`src/rtl/axi_stream_frame_gen_pkg.sv`:
```
// ============================================================================
// Module  : axi_stream_frame_gen_pkg
// Brief   : Shared types and constants for the AXI4-Stream RGB frame generator.
// Revision: 1.0 - initial release
// ============================================================================
`default_nettype none

package axi_stream_frame_gen_pkg;

    localparam int PIX_W = 24;

    localparam logic [PIX_W-1:0] c_pix_white = 24'hFF_FF_FF;
    localparam logic [PIX_W-1:0] c_pix_black = 24'h00_00_00;

    typedef enum logic [1:0] {
        PAT_SOLID = 2'd0,
        PAT_HRAMP = 2'd1,
        PAT_VRAMP = 2'd2,
        PAT_CHECK = 2'd3
    } pattern_e;

    typedef enum logic {
        ST_IDLE = 1'b0,
        ST_RUN  = 1'b1
    } state_e;

endpackage

`default_nettype wire

```
`src/rtl/axi_stream_frame_gen_pattern.sv`:
```
// ============================================================================
// Module  : frame_gen_pattern
// Brief   : Combinational pixel function: (pattern, x, y, colour) -> RGB pixel.
// Revision: 1.0 - initial release
// ============================================================================
`default_nettype none

module frame_gen_pattern
    import axi_stream_frame_gen_pkg::*;
#(
    parameter int XW       = 10,
    parameter int YW       = 9,
    parameter int CHK_LOG2 = 3
) (
    input  pattern_e         i_pattern,
    input  logic [XW-1:0]    i_x,
    input  logic [YW-1:0]    i_y,
    input  logic [PIX_W-1:0] i_color,
    output logic [PIX_W-1:0] o_pixel
);

    logic [7:0] w_x8;
    logic [7:0] w_y8;
    logic       w_x_chk;
    logic       w_y_chk;

    // Size casts give the modulo-256 ramp and zero-extend narrow counters.
    assign w_x8    = 8'(i_x);
    assign w_y8    = 8'(i_y);
    assign w_x_chk = 1'(i_x >> CHK_LOG2);
    assign w_y_chk = 1'(i_y >> CHK_LOG2);

    always_comb begin
        o_pixel = c_pix_black;
        case (i_pattern)
            PAT_SOLID: o_pixel = i_color;
            PAT_HRAMP: o_pixel = {w_x8, w_x8, w_x8};
            PAT_VRAMP: o_pixel = {w_y8, w_y8, w_y8};
            PAT_CHECK: o_pixel = (w_x_chk ^ w_y_chk) ? c_pix_white : c_pix_black;
            default:   o_pixel = c_pix_black;
        endcase
    end

endmodule

`default_nettype wire

```
`src/rtl/axi_stream_frame_gen.sv`:
```
// ============================================================================
// Module  : axi_stream_frame_gen
// Brief   : AXI4-Stream master emitting test frames of 24-bit RGB pixels.
// Revision: 1.0 - initial release
// ============================================================================
`default_nettype none

module axi_stream_frame_gen
    import axi_stream_frame_gen_pkg::*;
#(
    parameter int IMG_WIDTH  = 640,
    parameter int IMG_HEIGHT = 480,
    parameter int CHK_LOG2   = 3
) (
    input  logic             clk_i,
    input  logic             rst_i,
    input  logic             start_i,
    input  logic [1:0]       pattern_sel_i,
    input  logic [PIX_W-1:0] color_i,
    input  logic [7:0]       num_frames_i,
    input  logic             stop_i,
    output logic             busy_o,
    output logic             frame_done_o,
    output logic             tvalid_o,
    input  logic             tready_i,
    output logic             tlast_o,
    output logic [PIX_W-1:0] tdata_o
);

    localparam int XW = (IMG_WIDTH  > 1) ? $clog2(IMG_WIDTH)  : 1;
    localparam int YW = (IMG_HEIGHT > 1) ? $clog2(IMG_HEIGHT) : 1;

    localparam logic [XW-1:0] c_x_last = XW'(IMG_WIDTH - 1);
    localparam logic [YW-1:0] c_y_last = YW'(IMG_HEIGHT - 1);

    state_e           r_state;
    logic [XW-1:0]    r_x;
    logic [YW-1:0]    r_y;
    logic [7:0]       r_frame_cnt;
    logic             r_stop;
    pattern_e         r_pattern;
    logic [PIX_W-1:0] r_color;
    logic [7:0]       r_num_frames;
    logic             r_busy;
    logic             r_frame_done;
    logic             r_tvalid;
    logic             r_tlast;
    logic [PIX_W-1:0] r_tdata;

    logic             w_hs;
    logic             w_x_wrap;
    logic             w_y_wrap;
    logic [XW-1:0]    w_x_next;
    logic [YW-1:0]    w_y_next;
    logic [7:0]       w_cnt_next;
    logic             w_run_over;
    pattern_e         w_pat_pattern;
    logic [PIX_W-1:0] w_pat_color;
    logic [XW-1:0]    w_pat_x;
    logic [YW-1:0]    w_pat_y;
    logic [PIX_W-1:0] w_pixel;

    assign w_hs       = r_tvalid & tready_i;
    assign w_x_wrap   = (r_x == c_x_last);
    assign w_y_wrap   = (r_y == c_y_last);
    assign w_x_next   = w_x_wrap ? '0 : r_x + 1'b1;
    assign w_y_next   = w_x_wrap ? (w_y_wrap ? '0 : r_y + 1'b1) : r_y;
    assign w_cnt_next = r_frame_cnt + 8'd1;
    assign w_run_over = r_stop | stop_i |
                        ((r_num_frames != 8'd0) && (w_cnt_next == r_num_frames));

    // The output register always holds the presented pixel, so the pattern is
    // evaluated one pixel ahead: pixel (0,0) from live inputs at start, else the
    // successor of the current coordinates using the latched configuration.
    assign w_pat_pattern = (r_state == ST_IDLE) ? pattern_e'(pattern_sel_i) : r_pattern;
    assign w_pat_color   = (r_state == ST_IDLE) ? color_i : r_color;
    assign w_pat_x       = (r_state == ST_IDLE) ? '0 : w_x_next;
    assign w_pat_y       = (r_state == ST_IDLE) ? '0 : w_y_next;

    frame_gen_pattern #(
        .XW       (XW),
        .YW       (YW),
        .CHK_LOG2 (CHK_LOG2)
    ) u_pattern (
        .i_pattern (w_pat_pattern),
        .i_x       (w_pat_x),
        .i_y       (w_pat_y),
        .i_color   (w_pat_color),
        .o_pixel   (w_pixel)
    );

    always_ff @(posedge clk_i or posedge rst_i) begin
        if (rst_i) begin
            r_state      <= ST_IDLE;
            r_x          <= '0;
            r_y          <= '0;
            r_frame_cnt  <= 8'd0;
            r_stop       <= 1'b0;
            r_pattern    <= PAT_SOLID;
            r_color      <= '0;
            r_num_frames <= 8'd0;
            r_busy       <= 1'b0;
            r_frame_done <= 1'b0;
            r_tvalid     <= 1'b0;
            r_tlast      <= 1'b0;
            r_tdata      <= '0;
        end else begin
            r_frame_done <= 1'b0;
            case (r_state)
                ST_IDLE: begin
                    if (start_i) begin
                        r_state      <= ST_RUN;
                        r_busy       <= 1'b1;
                        r_pattern    <= pattern_e'(pattern_sel_i);
                        r_color      <= color_i;
                        r_num_frames <= num_frames_i;
                        r_x          <= '0;
                        r_y          <= '0;
                        r_frame_cnt  <= 8'd0;
                        r_stop       <= 1'b0;
                        r_tvalid     <= 1'b1;
                        r_tlast      <= 1'b0;
                        r_tdata      <= w_pixel;
                    end
                end
                ST_RUN: begin
                    if (stop_i) begin
                        r_stop <= 1'b1;
                    end
                    if (w_hs) begin
                        r_x     <= w_x_next;
                        r_y     <= w_y_next;
                        r_tdata <= w_pixel;
                        r_tlast <= (w_x_next == c_x_last);
                        if (w_x_wrap && w_y_wrap) begin
                            r_frame_done <= 1'b1;
                            r_frame_cnt  <= w_cnt_next;
                            if (w_run_over) begin
                                r_state  <= ST_IDLE;
                                r_busy   <= 1'b0;
                                r_stop   <= 1'b0;
                                r_tvalid <= 1'b0;
                                r_tlast  <= 1'b0;
                                r_tdata  <= '0;
                            end
                        end
                    end
                end
                default: r_state <= ST_IDLE;
            endcase
        end
    end

    assign busy_o       = r_busy;
    assign frame_done_o = r_frame_done;
    assign tvalid_o     = r_tvalid;
    assign tlast_o      = r_tlast;
    assign tdata_o      = r_tdata;

endmodule

`default_nettype wire

```
`config.mk`:
```
export PLATFORM = sky130hd
export DESIGN_NAME = axi_stream_frame_gen
export DESIGN_NICKNAME = d
export VERILOG_FILES = /design/src/rtl/axi_stream_frame_gen_pkg.sv /design/src/rtl/axi_stream_frame_gen_pattern.sv /design/src/rtl/axi_stream_frame_gen.sv
export SDC_FILE = /design/constraint.sdc
export NUM_CORES = 1
export LEC_CHECK = 0
export ABC_AREA = 1
export BUFFER_PORTS_ARGS = -buffer_cell sky130_fd_sc_hd__buf_4
export CORE_ASPECT_RATIO = 0.6
export CORE_MARGIN = 1
export CORE_UTILIZATION = 50
export DETAILED_ROUTE_END_ITERATION = 10
export PLACE_DENSITY = 0.74
export SYNTH_ARGS = -nofsm -noshare
export SYNTH_HDL_FRONTEND = slang
export SYNTH_SLANG_ARGS = --single-unit
```
`constraint.sdc`:
```
create_clock -name clk_i -period 9.1 [get_ports clk_i]
set_input_delay 1.82 -clock clk_i [delete_from_list [all_inputs] [get_ports clk_i]]
set_output_delay 1.82 -clock clk_i [all_outputs]
set_load 0.03 [all_outputs]
```
; ---- Yosys cells after proc, flatten, opt, wreduce, memory -nomap -nowiden
; Cells that the tools add are included.
[classes]
n_addsub = 3
n_eq_ne = 11
n_mux = 47
bitwise = 5
n_reduce_logical = 8
[ops]
columns = op, n
row1 = 24-bit two-way mux, 6
row2 = 24-bit case mux with 4 select lines, 1
row3 = 24-bit case mux with 2 select lines, 1
row4 = 8-bit two-way mux, 5
row5 = 9-bit two-way mux, 4
row6 = 10-bit two-way mux, 3
row7 = 10-bit equality test (second input constant), 2
row8 = 10-bit case mux with 2 select lines, 1
row9 = 1-bit two-way mux, 19
row10 = 9-bit case mux with 2 select lines, 1
row11 = 8-bit case mux with 2 select lines, 1
row12 = 10-bit by 1-bit adder with 10-bit output (second input constant), 1
row13 = 9-bit by 1-bit adder with 9-bit output (second input constant), 1
row14 = 9-bit equality test (second input constant), 1
row15 = 8-bit by 1-bit adder with 8-bit output (second input constant), 1
row16 = 8-bit equality test, 1
row17 = 1-bit case mux with 2 select lines, 4
row18 = 8-bit nonzero test, 1
row19 = 2-bit by 1-bit inequality test with 1-bit output (second input constant), 3
row20 = 2-bit equality test (second input constant), 2
row21 = 2-bit AND reduction, 2
row22 = 4-bit AND reduction, 1
row23 = 3-bit AND reduction, 1
row24 = 2-bit by 1-bit equality test with 1-bit output (second input constant), 1
row25 = 8 further kinds, 10
[totals]
register_bits = 90
in_bits = 39
output_inout_bits = 28

; ---- Logic depth before layout (Yosys ltp)
[depth]
ltp_word = 11
depth_mapped = 15

; ---- By module
; A second synthesis with hierarchy kept.
[unflattened]
hier_cells = 705
area_unflattened_um2 = 5103.6
[modules_own_cells]
columns = module, instances, cells_per_inst, area_per_inst_um2, seq_area_each_um2
row1 = axi_stream_frame_gen, 1, 610, 4645.7, 2252.2
row2 = frame_gen_pattern, 1, 95, 457.9, 0.0

; ---- Least setup slack after synthesis
; Ideal clock, no wire load.
[synth_path]
path_type = input to register
start = input port pattern_sel_i[1]
end = register r_tdata[5], in the netlist tdata_o[5]
setup_ns = 0.066
arrival_time_ns = 2.793
slack_ns = 6.242
stages = 9
n_path_buf = 1
path_cell_list = inv_1 -> a21oi_2 -> inv_2 -> nor2_1 -> nand3_4 -> buf_6 -> nand3_1 -> nand3_1 -> nand2_1
[synth_between]
elab_chain_len = 7
word_cells_on_any_way = 11
classes_between = eq/ne: 3 / mux: 7 / reduce/logical: 1
[synth_rtl]
columns = element, line
row1 = from (decl), axi_stream_frame_gen.sv:18  ; input logic [1:0] pattern_sel_i,
row2 = 2-bit two-way mux (*), axi_stream_frame_gen.sv:75  ; assign w_pat_pattern = (r_state == ST_IDLE) ? pattern_e'(pattern_sel_i) : r_pattern;
row3 = 2-bit equality test (tied with other cells), axi_stream_frame_gen_pattern.sv:35  ; case (i_pattern)
row4 = 24-bit case mux with 4 select lines (*), axi_stream_frame_gen_pattern.sv:35
row5 = 24-bit two-way mux, axi_stream_frame_gen.sv:138  ; if (w_run_over) begin
row6 = 24-bit two-way mux, axi_stream_frame_gen.sv:135  ; if (w_x_wrap && w_y_wrap) begin
row7 = 24-bit two-way mux, axi_stream_frame_gen.sv:130  ; if (w_hs) begin
row8 = 24-bit case mux with 2 select lines (*), axi_stream_frame_gen.sv:109  ; case (r_state)
row9 = to (signal assigned), axi_stream_frame_gen.sv:123  ; r_tdata <= w_pixel;
row10 = to (signal assigned), axi_stream_frame_gen.sv:133  ; r_tdata <= w_pixel;
row11 = to (decl), axi_stream_frame_gen.sv:48  ; logic [PIX_W-1:0] r_tdata;
; Mark *: on every way between the ends. The rest lies on a longest branch, timed or not. The select of a mux whose other input is x is not followed.
; A chain may end at the register's enable or synchronous reset.

; ---- Worst setup path after layout
[layout_path]
start = input port start_i
end = register r_frame_cnt[0]
[layout_between]
elab_chain_len = 2
[layout_rtl]
columns = element, line
row1 = from (decl), axi_stream_frame_gen.sv:17  ; input logic start_i,
row2 = 2-bit inequality test (no line), n/a
row3 = 3-bit AND reduction (no line), n/a
row4 = to (signal assigned), axi_stream_frame_gen.sv:137  ; r_frame_cnt <= w_cnt_next;
row5 = to (decl), axi_stream_frame_gen.sv:39  ; logic [7:0] r_frame_cnt;
; Every way passes these cells.

==> results_dict.tcl <==
set metrics [dict create \
    outcome "completed" \
    post_cts_buffers 0 \
    nNetsFinal 793 \
    path_delay_family "buffers and inverters" \
    rsz0062_at_grt "false" \
    timing.rr.end "r_frame_cnt[0]" \
    tightest_slew_ns 0.909 \
    clockBufferDepth 2 \
    final_max_slew_viol_count 0 \
    place_area_um2 5690 \
    grt_pass1_wl_mm 21.8 \
    wl_mm 13.1 \
    fp.dieH_um 80.7 \
    leakagePower_uw 0.00314 \
    grt_pass1_vias 4332 \
    place_congestion 0.891 \
    final_hold_viol_count 0 \
    track_usage 0.265 \
    ys_ff_latch 90 \
    p_per_area_nw_per_um2 212 \
    final_cell_area_um2 5990 \
    path_clk_slew_ns 0.07 \
    synthDistinctLibCells 38 \
    via_per_inst 5.43 \
    skew_ns 0.00535 \
    holdCritStartpoint "tdata_o[4]" \
    max_cap_violations 0 \
    die_w_um 133 \
    core_um2 9950 \
    worstPathBufferInverterCount 4 \
    crit_path_frequent_cell "buf_4" \
    required_ns 9.37 \
    fmax_mhz 289 \
    syn2layout_area_growth_pct 16.0 \
    cp_max_fo 68 \
    fin_setup_tns_ns 0 \
    synthArstFlopShare 1.00 \
    max_slew_margin 0.394 \
    worstSetupEndpointType "flip-flop" \
    hpwl_mm 9.39 \
    cp_cell_sequence "buf_4, nand2_2, buf_4, nand2_1, buf_4, inv_2, nor2_4, o21ai_0" \
    hold_path_depth 2 \
    cts_buffers 9 \
    crit_path_start_kind "input port" \
    syn_nets 744 \
    crit_type "input port to flip-flop" \
    cts.htree.levels 3 \
    yosysSeqAreaShare 0.436 \
    totalPowerFinal_uw 1270 \
    drt-pass1-iter-count 6 \
    cts_root_buffer "clkbuf_16" \
    overflow 0 \
    dp.cells 875 \
    fin_cells 891 \
    r2r-start "r_state" \
    yosysWarnings 0 \
    die_area_um2 10700 \
    drive_gt1_frac 0.183 \
    synthesis.area_um2 5160 \
    diodes 0 \
    regToRegSetupSlack_ns 6.01 \
    min_to "tdata_o[4]" \
    rows 28 \
    ant_nets 0 \
    antenna_found_initial 0 \
    cts_resized 0 \
    clock_latency_ns 0.35 \
    reg2reg_depth 9 \
    setup_viol_count_final 0 \
    io_buffers 66 \
    slowest_delay_ns 0.51 \
    min_period_ns 3.46 \
    top_level_ports 67 \
    cts_tree "yes" \
    avgSynthCellArea_um2 7.35 \
    ir_drop_v 0.000102 \
    cts_hold_buf 0 \
    start_util 0.519 \
    cp.arrival_ns 3.73 \
    clock-sinks 90 \
    drc 0 \
    ys.flop_type "dfrtp_1" \
    post_drt_wl_per_cell_um 14.7 \
    vias 4837 \
    drt_iter0_markers 544 \
    cp_slowest_cell "inv_2" \
    hp-class "flip-flop to flip-flop" \
    grt_max_degree 77 \
    synth-edff-count 0 \
    syn_inst 702 \
    finalCritPeriodShare 0.380 \
]
[cells in the mapped netlist, types with 2 or more instances]
| cell | n | area (um^2) |
|---|---|---|
| clkbuf_1 | 16 | 60.1 |
| nor3_1 | 4 | 20.0 |
| ha_1 | 3 | 37.5 |
| buf_1 | 3 | 11.3 |
| a21oi_1 | 9 | 45.0 |
| o22ai_1 | 10 | 62.6 |
| nand2_2 | 7 | 43.8 |
| buf_4 | 3 | 22.5 |
| nand4_1 | 32 | 200 |
| or2_1 | 2 | 12.5 |
| inv_2 | 14 | 52.6 |
| mux2_2 | 3 | 33.8 |
| nor2_4 | 5 | 56.3 |
| nor2_1 | 30 | 113 |
| nor2_2 | 7 | 43.8 |
| buf_2 | 6 | 30.0 |
| nand3_2 | 4 | 40.0 |
| o21ai_0 | 69 | 345 |
| buf_6 | 4 | 45.0 |
| nand3_4 | 4 | 70.1 |
| inv_1 | 69 | 259 |
| dfrtp_1 | 90 | 2250 |
| nand2_1 | 225 | 845 |
| nand3_1 | 68 | 340 |
| xor2_1 | 2 | 17.5 |
[kinds of logic (layout without fill, tap and decap cells)]
| logic type | Yosys count | count (layout) | share of synthesized area |
|---|---|---|---|
| and+or+nand+nor | 392 | 392 | 0.352 |
| buffers and inverters | 116 | 170 | 0.0941 |
| AOI/OAI and AO/OA | 95 | 95 | 0.0982 |
| DFF | 90 | 90 | 0.436 |
| adders and majority gates | 3 | 3 | 0.00728 |
| xor gates and xnor gates | 3 | 3 | 0.00509 |
| muxes | 3 | 3 | 0.00655 |
[stage by stage]
| stage | hold slack [ns] | setup WS, ns | util |
|---|---|---|---|
| 2_1_floorplan | 0.453 | 4.94 | - |
| 3_3_place_gp | 0.465 | 5.34 | 0.572 |
| 3_5_place_dp | 0.469 | 5.28 | 0.572 |
| 4_1_cts | 0.486 | 5.63 | 0.602 |
| 5_1_grt | 0.496 | 5.35 | 0.602 |
| 6_report | 0.483 | 5.64 | 0.602 |
[worst reg2reg max path: cells and delay by family, from the launching register on]
kind                   cells  cell delay (ns)
AOI/OAI and AO/OA          1             0.18
buffers and inverters      5             2.13
DFF                        1             0.34
and+or+nand+nor            3             0.36
[cells in the final DEF, fill, tap and decap left out, types with 5 or more instances in the layout]
cell type    n
nand2_1    224
dfrtp_1     89
buf_4       70
o21ai_0     69
inv_1       68
nand3_1     68
nand4_1     32
nor2_1      30
inv_2       14
o22ai_1     10
a21oi_1      9
clkbuf_16    9
nand2_2      8
nor2_2       7
nor2_4       5
[routing by layer]
layer / up-vias / routed length (um) / global-route usage
met4: 0 / 112 / 0.0545
met1: 2257 / 6340 / 0.391
li1: 2380 / - / -
met5: - / 0 / 0
met2: 188 / 5410 / 0.377
met3: 12 / 1250 / 0.0789
[where the power goes]
part	internal, uW	total [uW]	switching, uW
registers	468	525	56.9
logic	131	369	238
clock network	212	374	162
[area by class of cell]
| type | count | area (um^2) |
|---|---|---|
| Sequential cell | 90 | 2250 |
| Clock buffer | 9 | 225 |
| Timing Repair Buffer | 70 | 526 |
| Tap cell | 135 | 169 |
| Clock inverter | 7 | 70.1 |
| Inverter | 84 | 318 |
| Fill cell | 921 | 3960 |
| Multi-Input combinational cell | 496 | 2420 |
[worst max-delay path by stage]
stage / from / cells after the start / to
5_1_grt: start_i / 8 / r_frame_cnt[2]
2_1_floorplan: rst_i / 1 / frame_done_o
4_1_cts: start_i / 8 / r_frame_cnt[0]
3_5_place_dp: start_i / 8 / r_frame_cnt[6]
6_report: start_i / 8 / r_frame_cnt[0]
3_3_place_gp: start_i / 9 / tlast_o
[state kept, by name (all words and copies together) (netlist names), 2 cells and up]
| register | count |
|---|---|
| r_pattern | 2 |
| r_num_frames | 8 |
| tdata_o | 24 |
| r_frame_cnt | 8 |
| r_x | 10 |
| r_color | 24 |
| r_y | 9 |
(Power assumes the default switching activity.)
